[src/rtl/ram_cache_dm.sv]
// ram_cache_dm -- direct-mapped, write-through, no-write-allocate data cache.
//
// Sits between the CPU data port and a synchronous data RAM. Read hits are
// answered combinationally in the same cycle. A read miss stalls the CPU while
// the whole line is burst-read from RAM. Writes always go straight to RAM, and
// they update the cached copy only when the line is already present.
//
// Ports:
//   clk, reset        clock, asynchronous active-high reset
//   cpu_in_m          read data to CPU (don't-care while cpu_stall is high)
//   cpu_out_m         write data from CPU
//   cpu_write_m       CPU write request
//   cpu_read_m        CPU read request
//   cpu_data_addr     CPU word address
//   cpu_stall         CPU must hold its request inputs while high
//   cache_flush       one-cycle pulse, invalidates every line
//   ram_in_m          RAM read data, RAM_READ_LATENCY cycles after ram_read_m
//   ram_out_m         RAM write data
//   ram_write_m       RAM write strobe
//   ram_read_m        RAM read strobe (refill only)
//   ram_data_addr     RAM word address
//   hit_count         saturating count of read hits
//   miss_count        saturating count of read misses
module ram_cache_dm #(
   parameter int unsigned DATA_WIDTH         = 16,
   parameter int unsigned RAM_REGISTER_COUNT = 1024,
   parameter int unsigned CACHE_LINES        = 16,
   parameter int unsigned LINE_WORDS         = 4,
   parameter int unsigned RAM_READ_LATENCY   = 1,
   localparam int unsigned ADDR_W            = $clog2(RAM_REGISTER_COUNT)
) (
   input  logic                  clk,
   input  logic                  reset,
   output logic [DATA_WIDTH-1:0] cpu_in_m,
   input  logic [DATA_WIDTH-1:0] cpu_out_m,
   input  logic                  cpu_write_m,
   input  logic                  cpu_read_m,
   input  logic [ADDR_W-1:0]     cpu_data_addr,
   output logic                  cpu_stall,
   input  logic                  cache_flush,
   input  logic [DATA_WIDTH-1:0] ram_in_m,
   output logic [DATA_WIDTH-1:0] ram_out_m,
   output logic                  ram_write_m,
   output logic                  ram_read_m,
   output logic [ADDR_W-1:0]     ram_data_addr,
   output logic [15:0]           hit_count,
   output logic [15:0]           miss_count
);

   localparam int unsigned OFF_W   = $clog2(LINE_WORDS);
   localparam int unsigned IDX_W   = $clog2(CACHE_LINES);
   localparam int unsigned TAG_LSB = OFF_W + IDX_W;
   // A cache as large as the RAM has no tag bits; keep a 1-bit constant-zero tag.
   localparam int unsigned TAG_W   = (ADDR_W > TAG_LSB) ? (ADDR_W - TAG_LSB) : 1;
   localparam int unsigned R       = RAM_READ_LATENCY;
   localparam int unsigned NWORDS  = CACHE_LINES * LINE_WORDS;

   typedef enum logic [0:0] {StIdle, StFill} state_e;

   state_e state_q, state_d;

   // Line storage
   logic [CACHE_LINES-1:0] valid_q;
   logic [TAG_W-1:0]       tag_q  [CACHE_LINES];
   logic [DATA_WIDTH-1:0]  data_q [NWORDS];

   // Refill bookkeeping
   logic [ADDR_W-1:0]      fill_base_q;
   logic [OFF_W:0]         issue_cnt_q;   // MSB set once all words have been requested
   logic [R-1:0]           pipe_vld_q;
   logic [OFF_W-1:0]       pipe_off_q [R];
   logic                   pend_flush_q;
   logic                   just_filled_q;

   // Address split
   logic [OFF_W-1:0]       cpu_off;
   logic [IDX_W-1:0]       cpu_idx;
   logic [TAG_W-1:0]       cpu_tag;
   logic [IDX_W-1:0]       fill_idx;
   logic [TAG_W-1:0]       fill_tag;
   logic [ADDR_W-1:0]      fill_addr;

   logic hit;
   logic read_miss;
   logic hit_counted;
   logic issuing;
   logic capture;
   logic fill_last;
   logic flush_now;
   logic write_hit;

   assign cpu_off   = cpu_data_addr[OFF_W-1:0];
   assign cpu_idx   = cpu_data_addr[OFF_W +: IDX_W];
   assign cpu_tag   = TAG_W'(cpu_data_addr >> TAG_LSB);
   assign fill_idx  = fill_base_q[OFF_W +: IDX_W];
   assign fill_tag  = TAG_W'(fill_base_q >> TAG_LSB);
   assign fill_addr = fill_base_q | ADDR_W'(issue_cnt_q[OFF_W-1:0]);

   assign hit       = valid_q[cpu_idx] && (tag_q[cpu_idx] == cpu_tag);
   assign cpu_in_m  = data_q[{cpu_idx, cpu_off}];
   assign ram_out_m = cpu_out_m;

   assign read_miss   = (state_q == StIdle) && cpu_read_m && !hit;
   // The cycle right after a refill completes the stalled read; it was
   // already counted as a miss.
   assign hit_counted = (state_q == StIdle) && cpu_read_m && hit && !just_filled_q;
   assign issuing     = (state_q == StFill) && !issue_cnt_q[OFF_W];
   assign capture     = (state_q == StFill) && pipe_vld_q[R-1];
   assign fill_last   = capture && (pipe_off_q[R-1] == OFF_W'(LINE_WORDS - 1));
   assign flush_now   = pend_flush_q || cache_flush;
   assign write_hit   = ram_write_m && hit;

   // ------------------------------------------------------------------------
   // FSM next state and bus outputs
   // ------------------------------------------------------------------------
   always_comb begin
      state_d       = state_q;
      cpu_stall     = 1'b1;
      ram_read_m    = 1'b0;
      ram_write_m   = 1'b0;
      ram_data_addr = cpu_data_addr;
      if (!reset) begin
         unique case (state_q)
            StIdle: begin
               cpu_stall   = cpu_read_m && !hit;
               ram_write_m = cpu_write_m && !(cpu_read_m && !hit);
               if (cpu_read_m && !hit) begin
                  state_d = StFill;
               end
            end
            StFill: begin
               cpu_stall  = 1'b1;
               ram_read_m = issuing;
               if (issuing) begin
                  ram_data_addr = fill_addr;
               end
               if (fill_last) begin
                  state_d = StIdle;
               end
            end
            default: state_d = StIdle;
         endcase
      end
   end

   always_ff @(posedge clk or posedge reset) begin
      if (reset) begin
         state_q <= StIdle;
      end else begin
         state_q <= state_d;
      end
   end

   // ------------------------------------------------------------------------
   // Control state: valid bits, refill sequencing, flush, counters
   // ------------------------------------------------------------------------
   always_ff @(posedge clk or posedge reset) begin
      if (reset) begin
         valid_q       <= '0;
         fill_base_q   <= '0;
         issue_cnt_q   <= '0;
         pipe_vld_q    <= '0;
         for (int unsigned k = 0; k < R; k++) begin
            pipe_off_q[k] <= '0;
         end
         pend_flush_q  <= 1'b0;
         just_filled_q <= 1'b0;
         hit_count     <= '0;
         miss_count    <= '0;
      end else begin
         just_filled_q <= fill_last;

         // Latency pipe: tracks which word offset RAM will return each cycle.
         pipe_vld_q[0] <= issuing;
         pipe_off_q[0] <= issue_cnt_q[OFF_W-1:0];
         for (int unsigned k = 1; k < R; k++) begin
            pipe_vld_q[k] <= pipe_vld_q[k-1];
            pipe_off_q[k] <= pipe_off_q[k-1];
         end

         if (issuing) begin
            issue_cnt_q <= issue_cnt_q + 1'b1;
         end

         if (hit_counted && (hit_count != 16'hFFFF)) begin
            hit_count <= hit_count + 16'd1;
         end

         unique case (state_q)
            StIdle: begin
               if (read_miss) begin
                  fill_base_q <= {cpu_data_addr[ADDR_W-1:OFF_W], {OFF_W{1'b0}}};
                  issue_cnt_q <= '0;
                  if (miss_count != 16'hFFFF) begin
                     miss_count <= miss_count + 16'd1;
                  end
               end
               if (cache_flush) begin
                  valid_q <= '0;
               end else if (read_miss) begin
                  // Old contents of this slot are about to be overwritten.
                  valid_q[cpu_idx] <= 1'b0;
               end
            end
            StFill: begin
               if (cache_flush) begin
                  pend_flush_q <= 1'b1;
               end
               if (fill_last) begin
                  pend_flush_q <= 1'b0;
                  if (flush_now) begin
                     valid_q <= '0;
                  end else begin
                     valid_q[fill_idx] <= 1'b1;
                  end
               end
            end
            default: ;
         endcase
      end
   end

   // ------------------------------------------------------------------------
   // Tag and data arrays (no reset; qualified by the valid bits)
   // ------------------------------------------------------------------------
   always_ff @(posedge clk) begin
      if (capture) begin
         data_q[{fill_idx, pipe_off_q[R-1]}] <= ram_in_m;
      end
      if (write_hit) begin
         data_q[{cpu_idx, cpu_off}] <= cpu_out_m;
      end
      if (fill_last && !flush_now) begin
         tag_q[fill_idx] <= fill_tag;
      end
   end

endmodule

[config.mk]
export PLATFORM = sky130hd
export DESIGN_NAME = ram_cache_dm
export DESIGN_NICKNAME = d
export VERILOG_FILES = /design/src/rtl/ram_cache_dm.sv
export SDC_FILE = /design/constraint.sdc
export NUM_CORES = 1
export LEC_CHECK = 0
export CAP_MARGIN = 40
export CORE_UTILIZATION = 35
export CTS_CLUSTER_SIZE = 12
export DETAILED_ROUTE_END_ITERATION = 10
export PLACE_DENSITY = 0.46
export SYNTH_ARGS = -nofsm -noshare
export SYNTH_HDL_FRONTEND = slang
export SYNTH_SLANG_ARGS = --single-unit
export TNS_END_PERCENT = 50
[constraint.sdc]
create_clock -name clk -period 4.6 [get_ports clk]
set_input_delay 0.69 -clock clk [delete_from_list [all_inputs] [get_ports clk]]
set_output_delay 0.69 -clock clk [all_outputs]
set_load 0.02 [all_outputs]
Word-level counts from Yosys, hierarchy flattened
Memory sizes are Yosys's and may differ from the RTL's.
Cells that the tools add are included.
Storage, ports and cells
  register bits: 65
  bits in writable memories: 1088
  output and inout port bits: 77
  word-level logic and storage cells: 94
  memories kept: 2
Cells by class
  add/sub/neg operators: 3
  $lt $le $gt $ge: 4
  eq/ne operators: 6
  mux-type cells: 37
  bitwise operators: 5
  reductions and logical operators: 27
Memory list
  data_q: words 64, width 16, read ports 1, clocked after Yosys merged registers in 0, wr ports 1, RTL line 65  | logic [DATA_WIDTH-1:0] data_q [NWORDS];
  tag_q: words 16, width 4, read ports 1, clocked after Yosys merged registers in 0, wr ports 1, RTL line 64  | logic [TAG_W-1:0] tag_q [CACHE_LINES];
Operators by type and width (number)
  16-bit 2-to-1 mux: 5
  16-bit by 1-bit adder with 16-bit output (second input constant): 2
  16-bit inequality test (second input constant): 2
  16-bit case mux with 2 select lines: 1
  10-bit 2-to-1 mux: 3
  1-bit 2-to-1 mux: 19
  16-bit bitwise AND: 1
  16-bit NOT: 1
  16-bit bitwise OR: 1
  16-bit OR reduction: 1
  1-bit logical AND: 15
  4-bit by 5-bit < comparator with 1-bit output (second input constant): 2
  10-bit by 2-bit bitwise OR with 10-bit output: 1
  3-bit 2-to-1 mux: 3
  1-bit demux with 4-bit select: 2
  4-bit by 1-bit greater-or-equal comparator with 1-bit output (second input constant): 2
  6-bit 2-to-1 mux: 1
  2-bit AND reduction: 3
  1-bit zero test: 5
  1-bit binary-select mux with 4-bit select: 1
  4-bit == test: 1
  1-bit case mux with 2 select lines: 2
  3-bit by 1-bit adder with 3-bit output (second input constant): 1
  3-bit inequality test (second input constant): 1
  6 further kinds: 6

Depth between registers and ports, before layout
Gate-level depths: netlist of run 1.
  word-level depth: 14
  depth in mapped cells: 12

Least setup slack after synthesis of run 1
Ideal clock, no wire load.
  path kind: input port to flip-flop
  from: input port cpu_data_addr[3]
  to: memory data_q[2][0] (enable)
  setup time: 0.395 ns
  data arrival time: 3.546 ns
  slack: 0.659 ns
  stages on the path: 11
  path buffers: 3
  path through: buf_6 -> buf_6 -> mux4_2 -> mux2i_1 -> mux2i_1 -> xnor2_1 -> o211ai_2 -> nor3_2 -> buf_2 -> nand2_1 -> o22ai_1
Between the ends
  longest elaborated chain between the ends: 14
Ends and longest elaborated chain
  start: declaration: RTL line 38  | input logic [ADDR_W-1:0] cpu_data_addr,
  memory read 16 x 4 bit or 1-bit binary-select mux with 4-bit select (tied branches)
  4-bit == test or 1-bit 2-to-1 mux (tied branches): RTL line 99  | assign hit = valid_q[cpu_idx] && (tag_q[cpu_idx] == cpu_tag);
  1-bit logical AND: RTL line 99
  1-bit zero test: RTL line 126  | ram_write_m = cpu_write_m && !(cpu_read_m && !hit);
  1-bit logical AND: RTL line 126
  1-bit zero test: RTL line 126
  1-bit logical AND: RTL line 126
  1-bit 2-to-1 mux: RTL line 123  | unique case (state_q)
  1-bit 2-to-1 mux: RTL line 122  | if (!reset) begin
  1-bit logical AND: RTL line 111  | assign write_hit = ram_write_m && hit;
  1-bit 2-to-1 mux: RTL line 230  | if (write_hit) begin
  1-bit 2-to-1 mux (implied by the code): RTL line 231  | data_q[{cpu_idx, cpu_off}] <= cpu_out_m;
  16-bit OR reduction (no source line)
  6-bit 2-to-1 mux (no source line) or 1-bit 2-to-1 mux (tied branches)
  end: declaration: RTL line 65
Several ways; a longest one is shown, not always the timed one. The select of a mux whose other input is x is not followed.

Worst setup path in the final report of run 1
  from: input port cpu_data_addr[1]
  to: output port cpu_in_m[6]
Between the ends
  longest elaborated chain between the ends: 1
Ends and longest elaborated chain
  memory read 64 x 16 bit
  end: declaration: RTL line 34  | output logic [DATA_WIDTH-1:0] cpu_in_m,
No other way between the ends.

==> impl_metrics.csv, run 1 <==
group,metric,value,unit
run_status,outcome,"finished clean",
cts,clock-root-buffer,"sky130_fd_sc_hd__clkbuf_16",
sta,timing.fmax,220,MHz
global_routing,grt_start_max_net_pins,65,
critical_path,crit_path_end_kind,"output port",
detailed_routing,drc_marker_count_from_the_first_detailed_route_iteration,2478,
synthesis,leading_post_synthesis_cells_by_instance_count,"sky130_fd_sc_hd__edfxtp_1 (1088), sky130_fd_sc_hd__mux4_2 (297), sky130_fd_sc_hd__o22ai_1 (66), sky130_fd_sc_hd__dfrtp_1 (65)",
critical_path,critical_path_arrival,3.85,ns
detailed_routing,drt_drc_violations_left,0,
detailed_routing,antenna_violating_nets_post_route,0,
power_and_ir_drop,power_per_cell_area,436,nW/um^2
layout,nNetsFinal,2574,
synthesis,synth-warning-count,0,
cts,ctsHtreeMaxLevel,3,
detailed_routing,wl_per_cell,31.2,um
placement,gp_congestion,0.997,
synthesis,yosysSeqAreaShare,0.751,
synthesis,dominantRegCellSynth,"sky130_fd_sc_hd__edfxtp_1",
cts,tritoncts,"built",
worst_hold_path,min_path_type,"primary input to async pin",
sta,skew,0.0338,ns
layout,num-fill-cells,11300,
sta,fin_hold_ws,0.357,ns
synthesis,syn_nets,2243,
cts,clock_insertion_delay_worst_skew,0.75,ns
synthesis,avgSynthCellArea,20.8,um^2
floorplanning,fp-row-count,132,
synthesis,synth-seq-cells,1153,
global_routing,wire_length_of_the_first_global_routing_pass,191000,um
cts,postCtsSetupBuffers,0,
job,maxCapViolCount,0,
placement,port_buffers,123,
sta,timing.final.setup_violations,0,
floorplanning,core_area,129000,um^2
floorplanning,start_util,0.353,
synthesis,synth_xor_area_frac,0.00688,
detailed_routing,detailedRoute.firstPassIterationCount,5,
detailed_routing,routed_wirelength,136000,um
sta,rsz0062_at_grt,"no",
cts,clk_pin_slew_worst_paths,0.06,ns
synthesis,ys_types,60,
placement,hpwlAfterDp,83700,um
synthesis,synth_compound_gate_area_share,0.0313,
power_and_ir_drop,peakVddDrop,0.000320,V
floorplanning,design.die.area,132000,um^2
global_routing,grt_use_total,0.208,
floorplanning,die_height,363,um
detailed_routing,post_drt_via_cell_ratio,5.49,
floorplanning,die_x,363,um
critical_path,crit_path_max_fanout,31,
synthesis,synth_top_cell_area_share,0.715,
synthesis,postSynthCellCount,2193,
critical_path,worst-endpoint-required,3.91,ns
synthesis,post-synth-top-count-cell,"sky130_fd_sc_hd__edfxtp_1",
critical_path,critPathKind,"primary input to output port",
sta,slew-limit-headroom,0.392,
floorplanning,ioPinCount,124,
synthesis,yosys.area.top_type,"sky130_fd_sc_hd__edfxtp_1",
synthesis,fraction_of_the_mapped_netlist_area_in_adder_cells,0.000822,
synthesis,largest_cells_by_area_after_synthesis,"sky130_fd_sc_hd__edfxtp_1 (72%), sky130_fd_sc_hd__mux4_2 (15%), sky130_fd_sc_hd__dfrtp_1 (3.6%)",
global_routing,grt_overflow_total,0,
sta,post-route-period-util,0.987,
synthesis,post_synth_and_or_nand_nor_area_fraction,0.0285,
power_and_ir_drop,post-layout-total-power,0.0242,W
critical_path,start_kind,"primary input",
synthesis,post_synth_mux_area_share,0.166,
synthesis,synth_enable_flop_cells,1088,
sta,worst_slew_pin_slew,0.908,ns
layout,area_delta_synth_final,21.4,%
global_routing,first_global_vias,24500,
sta,timing.final.hold_violations,0,
power_and_ir_drop,standby_leakage_power,17.8,nW
synthesis,synth_top_family_by_area,"multiplexers",
layout,drive_above_1_share,0.310,
layout,utilization,0.428,
sta,timing.final.crit_period,4.54,ns
sta,drv_slew,0,
cts,post_cts_hold_buffer_count,0,
cts,cts-buffers-inserted,121,
placement,post-place-cells,4143,
global_routing,antenna_found_initial,4,
synthesis,synthArstFlopShare,0.0564,
cts,cts.sink_count,1153,
detailed_routing,number_of_vias_after_detailed_routing,23900,
synthesis,post_synth_instance_area,45700,um^2
cts,cts-root-to-sink-buffers,3,
layout,layoutNonFillerInstCount,4358,
registers in the layout (all words and copies together) (netlist names):
name           count
valid_q           16
hit_count         16
just_filled_q      1
fill_base_q        8
miss_count        16
pipe_off_q         2
data_q          1024
issue_cnt_q        3
state_q            1
tag_q             64
pend_flush_q       1
pipe_vld_q         1
routing by layer:
metal	vias up	global-route usage	wire [um]
li1	9862	-	-
met1	13000	0.291	58900
met2	899	0.327	64000
met3	170	0.0439	9900
met4	2	0.0574	3010
met5	-	0.00654	113
worst paths after layout:
check | from | endpoint | slack [ns] | cells past startpoint
max | cpu_data_addr[1] | cpu_in_m[6] | 0.06 | 11
min | reset | pipe_vld_q$_DFF_PP0_ | 0.36 | 2
max reg2reg | tag_q[3][3]$_DFFE_PP_ | data_q[63][12]$_DFFE_PP_ | 1.01 | 11
min reg2reg | issue_cnt_q[1]$_DFF_PP0_ | pipe_off_q[1]$_DFF_PP0_ | 0.44 | 0
max in group asynchronous | reset | valid_q[1]$_DFFE_PP0P_ | 3.64 | 3
min in group clk | issue_cnt_q[1]$_DFF_PP0_ | pipe_off_q[1]$_DFF_PP0_ | 0.44 | 0
stage by stage:
| step | setup WS, ns | instance area, um^2 | TNS, ns |
|---|---|---|---|
| floorplan | 0.659 | 45700 | 0 |
| CTS | 0.0173 | 55400 | 0 |
| global placement | -0.449 | 51700 | -0.682 |
| finish | 0.0586 | 55400 | 0 |
| global route | 0.0461 | 55400 | 0 |
| detailed placement | -0.116 | 51800 | -0.266 |
final cells by class:
type	count	area, um^2	share of cell area
Inverter	15	56.3	0.00102
Clock inverter	64	405	0.00731
Antenna cell	3	7.51	0.000135
Clock buffer	148	3190	0.0576
Timing Repair Buffer	348	4220	0.0760
Sequential cell	1153	34300	0.619
Multi-Input combinational cell	885	11100	0.200
Tap cell	1742	2180	0.0393
critical path, stage by stage:
cell                              delay [ns]
sky130_fd_sc_hd__buf_8                  0.22
sky130_fd_sc_hd__buf_12                 0.28
sky130_fd_sc_hd__buf_12                 0.18
sky130_fd_sc_hd__mux4_2                 0.31
sky130_fd_sc_hd__nand3b_1               0.11
sky130_fd_sc_hd__o21ai_0                0.25
sky130_fd_sc_hd__a2111oi_2              0.51
sky130_fd_sc_hd__buf_1                  0.23
sky130_fd_sc_hd__buf_4                  0.14
sky130_fd_sc_hd__nand4_1                0.23
sky130_fd_sc_hd__clkdlybuf4s50_1        0.62
logic make-up after synthesis:
group,count (synthesis)
buf+inv,155
flops,1153
mux,380
compound gates,206
xor+xnor,35
simple gates,261
fa+ha+maj,3
where the power goes:
group | internal, W | total, W | switching [W]
sequential | 0.0120 | 0.0123 | 0.000348
combinational | 0.00105 | 0.00277 | 0.00172
clock | 0.00508 | 0.00907 | 0.00398
total | 0.0181 | 0.0242 | 0.00605
layout by cell type (no fill, tap or decap), types with 24 or more instances in the layout:
cell type / synthesis / layout
sky130_fd_sc_hd__nand3_1: 31 / 31
sky130_fd_sc_hd__a21oi_1: 31 / 27
sky130_fd_sc_hd__mux2_2: 40 / 40
sky130_fd_sc_hd__buf_12: 0 / 103
sky130_fd_sc_hd__dfrtp_1: 65 / 65
sky130_fd_sc_hd__clkdlybuf4s50_1: 0 / 115
sky130_fd_sc_hd__clkinv_1: 1 / 34
sky130_fd_sc_hd__clkbuf_16: 0 / 124
sky130_fd_sc_hd__nor2_1: 63 / 63
sky130_fd_sc_hd__nand2_1: 63 / 63
sky130_fd_sc_hd__mux2i_1: 43 / 40
sky130_fd_sc_hd__edfxtp_1: 1088 / 1088
sky130_fd_sc_hd__buf_4: 18 / 124
sky130_fd_sc_hd__a22oi_1: 28 / 28
sky130_fd_sc_hd__mux4_2: 297 / 297
sky130_fd_sc_hd__clkbuf_1: 55 / 24
sky130_fd_sc_hd__o22ai_2: 0 / 60
what timing repair did:
| action | 4_1_cts | 5_1_grt |
|---|---|---|
| endpoints found under the setup margin | 3 | 3 |
| endpoints found under the hold margin | 0 | 0 |
| cloned | 0 | 0 |
| gates resized for setup | 4 | 5 |
Power figures use the tool's default switching activity.
==> run 2, diff against run 1 <==
--- a/config.mk
+++ b/config.mk
@@ -9,7 +9,7 @@
 export CORE_UTILIZATION = 35
 export CTS_CLUSTER_SIZE = 12
 export DETAILED_ROUTE_END_ITERATION = 10
-export PLACE_DENSITY = 0.46
+export PLACE_DENSITY = 0.6
 export SYNTH_ARGS = -nofsm -noshare
 export SYNTH_HDL_FRONTEND = slang
 export SYNTH_SLANG_ARGS = --single-unit
==> impl_metrics.csv, run 2 (synthesis results as in run 1) <==
group,metric,value,unit
critical_path,critical_path_arrival,3.88,ns
sta,post-route-period-util,0.993,
placement,gp_congestion,0.953,
layout,multi_input_area,11100,um^2
cts,cts-buffers-inserted,117,
critical_path,rrSetupSlack,1.09,ns
layout,num-fill-cells,11200,
cts,ctsHtreeMaxLevel,3,
layout,post-route-cell-area,54800,um^2
power_and_ir_drop,switch_share,0.248,
critical_path,worst-endpoint-required,3.91,ns
cts,tritoncts,"built",
sta,fin_hold_ws,0.443,ns
power_and_ir_drop,power_per_cell_area,432,nW/um^2
power_and_ir_drop,comb_power_share,0.115,
critical_path,crit-reg2reg-launch,"tag_q[9][1]$_DFFE_PP_",
detailed_routing,drt_drc_violations_left,0,
layout,largestRegisters,"data_q: 1024 flops, tag_q: 64 flops",
sta,rsz0062_at_grt,"no",
sta,slew-limit-headroom,0.286,
cts,clock_insertion_delay_worst_skew,0.71,ns
placement,post-place-cells,4122,
sta,timing.final.setup_violations,0,
critical_path,crit_path_max_fanout,7,
cts,post_cts_hold_buffer_count,0,
floorplanning,start_util,0.353,
detailed_routing,routed_wirelength,126000,um
layout,drive_above_1_share,0.302,
layout,mostFrequentLayoutCells,"sky130_fd_sc_hd__edfxtp_1 (1088), sky130_fd_sc_hd__mux4_2 (297), sky130_fd_sc_hd__buf_4 (126)",
cts,postCtsSetupBuffers,0,
placement,dpl_cell_area,51300,um^2
layout,final_common_cell,"sky130_fd_sc_hd__edfxtp_1",
placement,port_buffers,123,
cts,clock-root-buffer,"sky130_fd_sc_hd__clkbuf_16",
job,maxCapViolCount,0,
critical_path,worstRegToRegCells,11,
worst_hold_path,whs_path_depth,0,
critical_path,start_kind,"primary input",
detailed_routing,detailedRoute.firstPassIterationCount,6,
layout,sequential_cell_area,34300,um^2
floorplanning,design.die.area,132000,um^2
floorplanning,fp-row-count,132,
global_routing,wire_length_of_the_first_global_routing_pass,181000,um
sta,timing.fmax,219,MHz
power_and_ir_drop,switching_power,0.00585,W
floorplanning,core_area,129000,um^2
global_routing,grt_overflow_total,0,
sta,worst_slew_pin_slew,1.07,ns
detailed_routing,wl_per_cell,29.1,um
layout,nNetsFinal,2550,
layout,area_delta_synth_final,19.9,%
critical_path,critPathLaunch,"cpu_data_addr[2]",
power_and_ir_drop,standby_leakage_power,17.5,nW
worst_hold_path,min_path_type,"register to register",
detailed_routing,drc_marker_count_from_the_first_detailed_route_iteration,3053,
cts,clk_pin_slew_worst_paths,0.06,ns
power_and_ir_drop,share_seq_of_total_power,0.520,
global_routing,first_global_vias,24300,
power_and_ir_drop,clock_power_share,0.364,
detailed_routing,number_of_vias_after_detailed_routing,24000,
sta,timing.final.hold_violations,0,
floorplanning,die_height,363,um
power_and_ir_drop,internal_power,0.0178,W
floorplanning,die_x,363,um
layout,utilization,0.423,
detailed_routing,antenna_violating_nets_post_route,0,
run_status,outcome,"finished clean",
sta,drv_slew,0,
sta,skew,0.0325,ns
power_and_ir_drop,peakVddDrop,0.000295,V
layout,layoutNonFillerInstCount,4319,
layout,largest_register_ff_count,1024,
global_routing,grt_use_total,0.191,
critical_path,crit_path_end_kind,"output port",
global_routing,grt_start_max_net_pins,65,
layout,max_flop_register,"data_q",
floorplanning,ioPinCount,124,
global_routing,antenna_found_initial,4,
cts,cts.sink_count,1153,
detailed_routing,post_drt_via_cell_ratio,5.56,
layout,insertedDiodeCount,0,
critical_path,regToRegEndpoint,"data_q[29][8]$_DFFE_PP_",
cts,cts-root-to-sink-buffers,3,
critical_path,critPathKind,"primary input to output port",
sta,timing.final.crit_period,4.57,ns
placement,hpwlAfterDp,79200,um
critical_path,worstSetupEndpoint,"cpu_in_m[6]",
run 2: cell count changes in the layout (fill, tap and decap cells not counted), moves of 5 or more:
cell,previous run,this run
sky130_fd_sc_hd__buf_12,103,82
sky130_fd_sc_hd__clkbuf_1,24,29
sky130_fd_sc_hd__clkbuf_16,124,119
sky130_fd_sc_hd__clkinv_1,34,27
sky130_fd_sc_hd__clkinv_2,21,10
run 2: critical path: stages:
cell and delay, ns:
sky130_fd_sc_hd__buf_4 0.20, sky130_fd_sc_hd__clkinv_1 0.38, sky130_fd_sc_hd__buf_4 0.35, sky130_fd_sc_hd__mux2i_1 0.14, sky130_fd_sc_hd__buf_4 0.14, sky130_fd_sc_hd__o32ai_1 0.86, sky130_fd_sc_hd__a2111oi_2 0.07, sky130_fd_sc_hd__buf_4 0.20
sky130_fd_sc_hd__nand4_1 0.18, sky130_fd_sc_hd__clkdlybuf4s50_1 0.65
run 2: worst min-delay path by stage:
stage	start	to	slack, ns
5_1_grt	issue_cnt_q[1]$_DFF_PP0_	pipe_off_q[1]$_DFF_PP0_	0.45
6_report	issue_cnt_q[1]$_DFF_PP0_	pipe_off_q[1]$_DFF_PP0_	0.44
3_5_place_dp	issue_cnt_q[1]$_DFF_PP0_	pipe_off_q[1]$_DFF_PP0_	0.42
2_1_floorplan	issue_cnt_q[1]$_DFF_PP0_	pipe_off_q[1]$_DFF_PP0_	0.39
4_1_cts	issue_cnt_q[1]$_DFF_PP0_	pipe_off_q[1]$_DFF_PP0_	0.44
3_3_place_gp	issue_cnt_q[1]$_DFF_PP0_	pipe_off_q[1]$_DFF_PP0_	0.42
run 2: metrics by stage:
step                total power, W  setup WS, ns  setup TNS (ns)
global route                0.0244       0.00106               0
floorplan                   0.0138         0.659               0
detailed placement          0.0152       -0.0479         -0.0498
finish                      0.0236        0.0307               0
global placement            0.0151       -0.0560         -0.0560
CTS                         0.0238        0.0621               0
run 2: power groups by stage:
stage | combinational (W) | clock [W] | sequential, W
floorplan | 0.00138 | 0 | 0.0124
global placement | 0.00265 | 0 | 0.0125
detailed placement | 0.00270 | 0 | 0.0125
CTS | 0.00271 | 0.00876 | 0.0123
global route | 0.00284 | 0.00917 | 0.0123
finish | 0.00272 | 0.00861 | 0.0123
run 2: layout make-up:
type / count / share of cell area
sequential: 1153 / 0.626
clock inverter: 45 / 0.00475
multi-input combinational: 885 / 0.202
tap: 1742 / 0.0398
timing repair buffer: 328 / 0.0689
inverter: 15 / 0.00103
clock buffer: 151 / 0.0571
run 2: layer usage:
layer,GRT usage,up-vias,part of all wire
met1,0.266,12900,0.42
met5,0,-,0.00017
li1,-,9808,-
met3,0.0497,195,0.091
met2,0.300,1125,0.47
met4,0.0453,4,0.022
run 2: timing repair:
item                                    4_1_cts  5_1_grt
endpoints found under the setup margin        2        3
resized for setup                             3        3
endpoints found under the hold margin         0        0
==> run 3, diff against run 2 <==
--- a/config.mk
+++ b/config.mk
@@ -9,6 +9,7 @@
 export CORE_UTILIZATION = 35
 export CTS_CLUSTER_SIZE = 12
 export DETAILED_ROUTE_END_ITERATION = 10
+export HOLD_SLACK_MARGIN = 0.15
 export PLACE_DENSITY = 0.6
 export SYNTH_ARGS = -nofsm -noshare
 export SYNTH_HDL_FRONTEND = slang
==> results of run 3 <==
No change in the layout: final DEF, timing and power equal those of run 2.
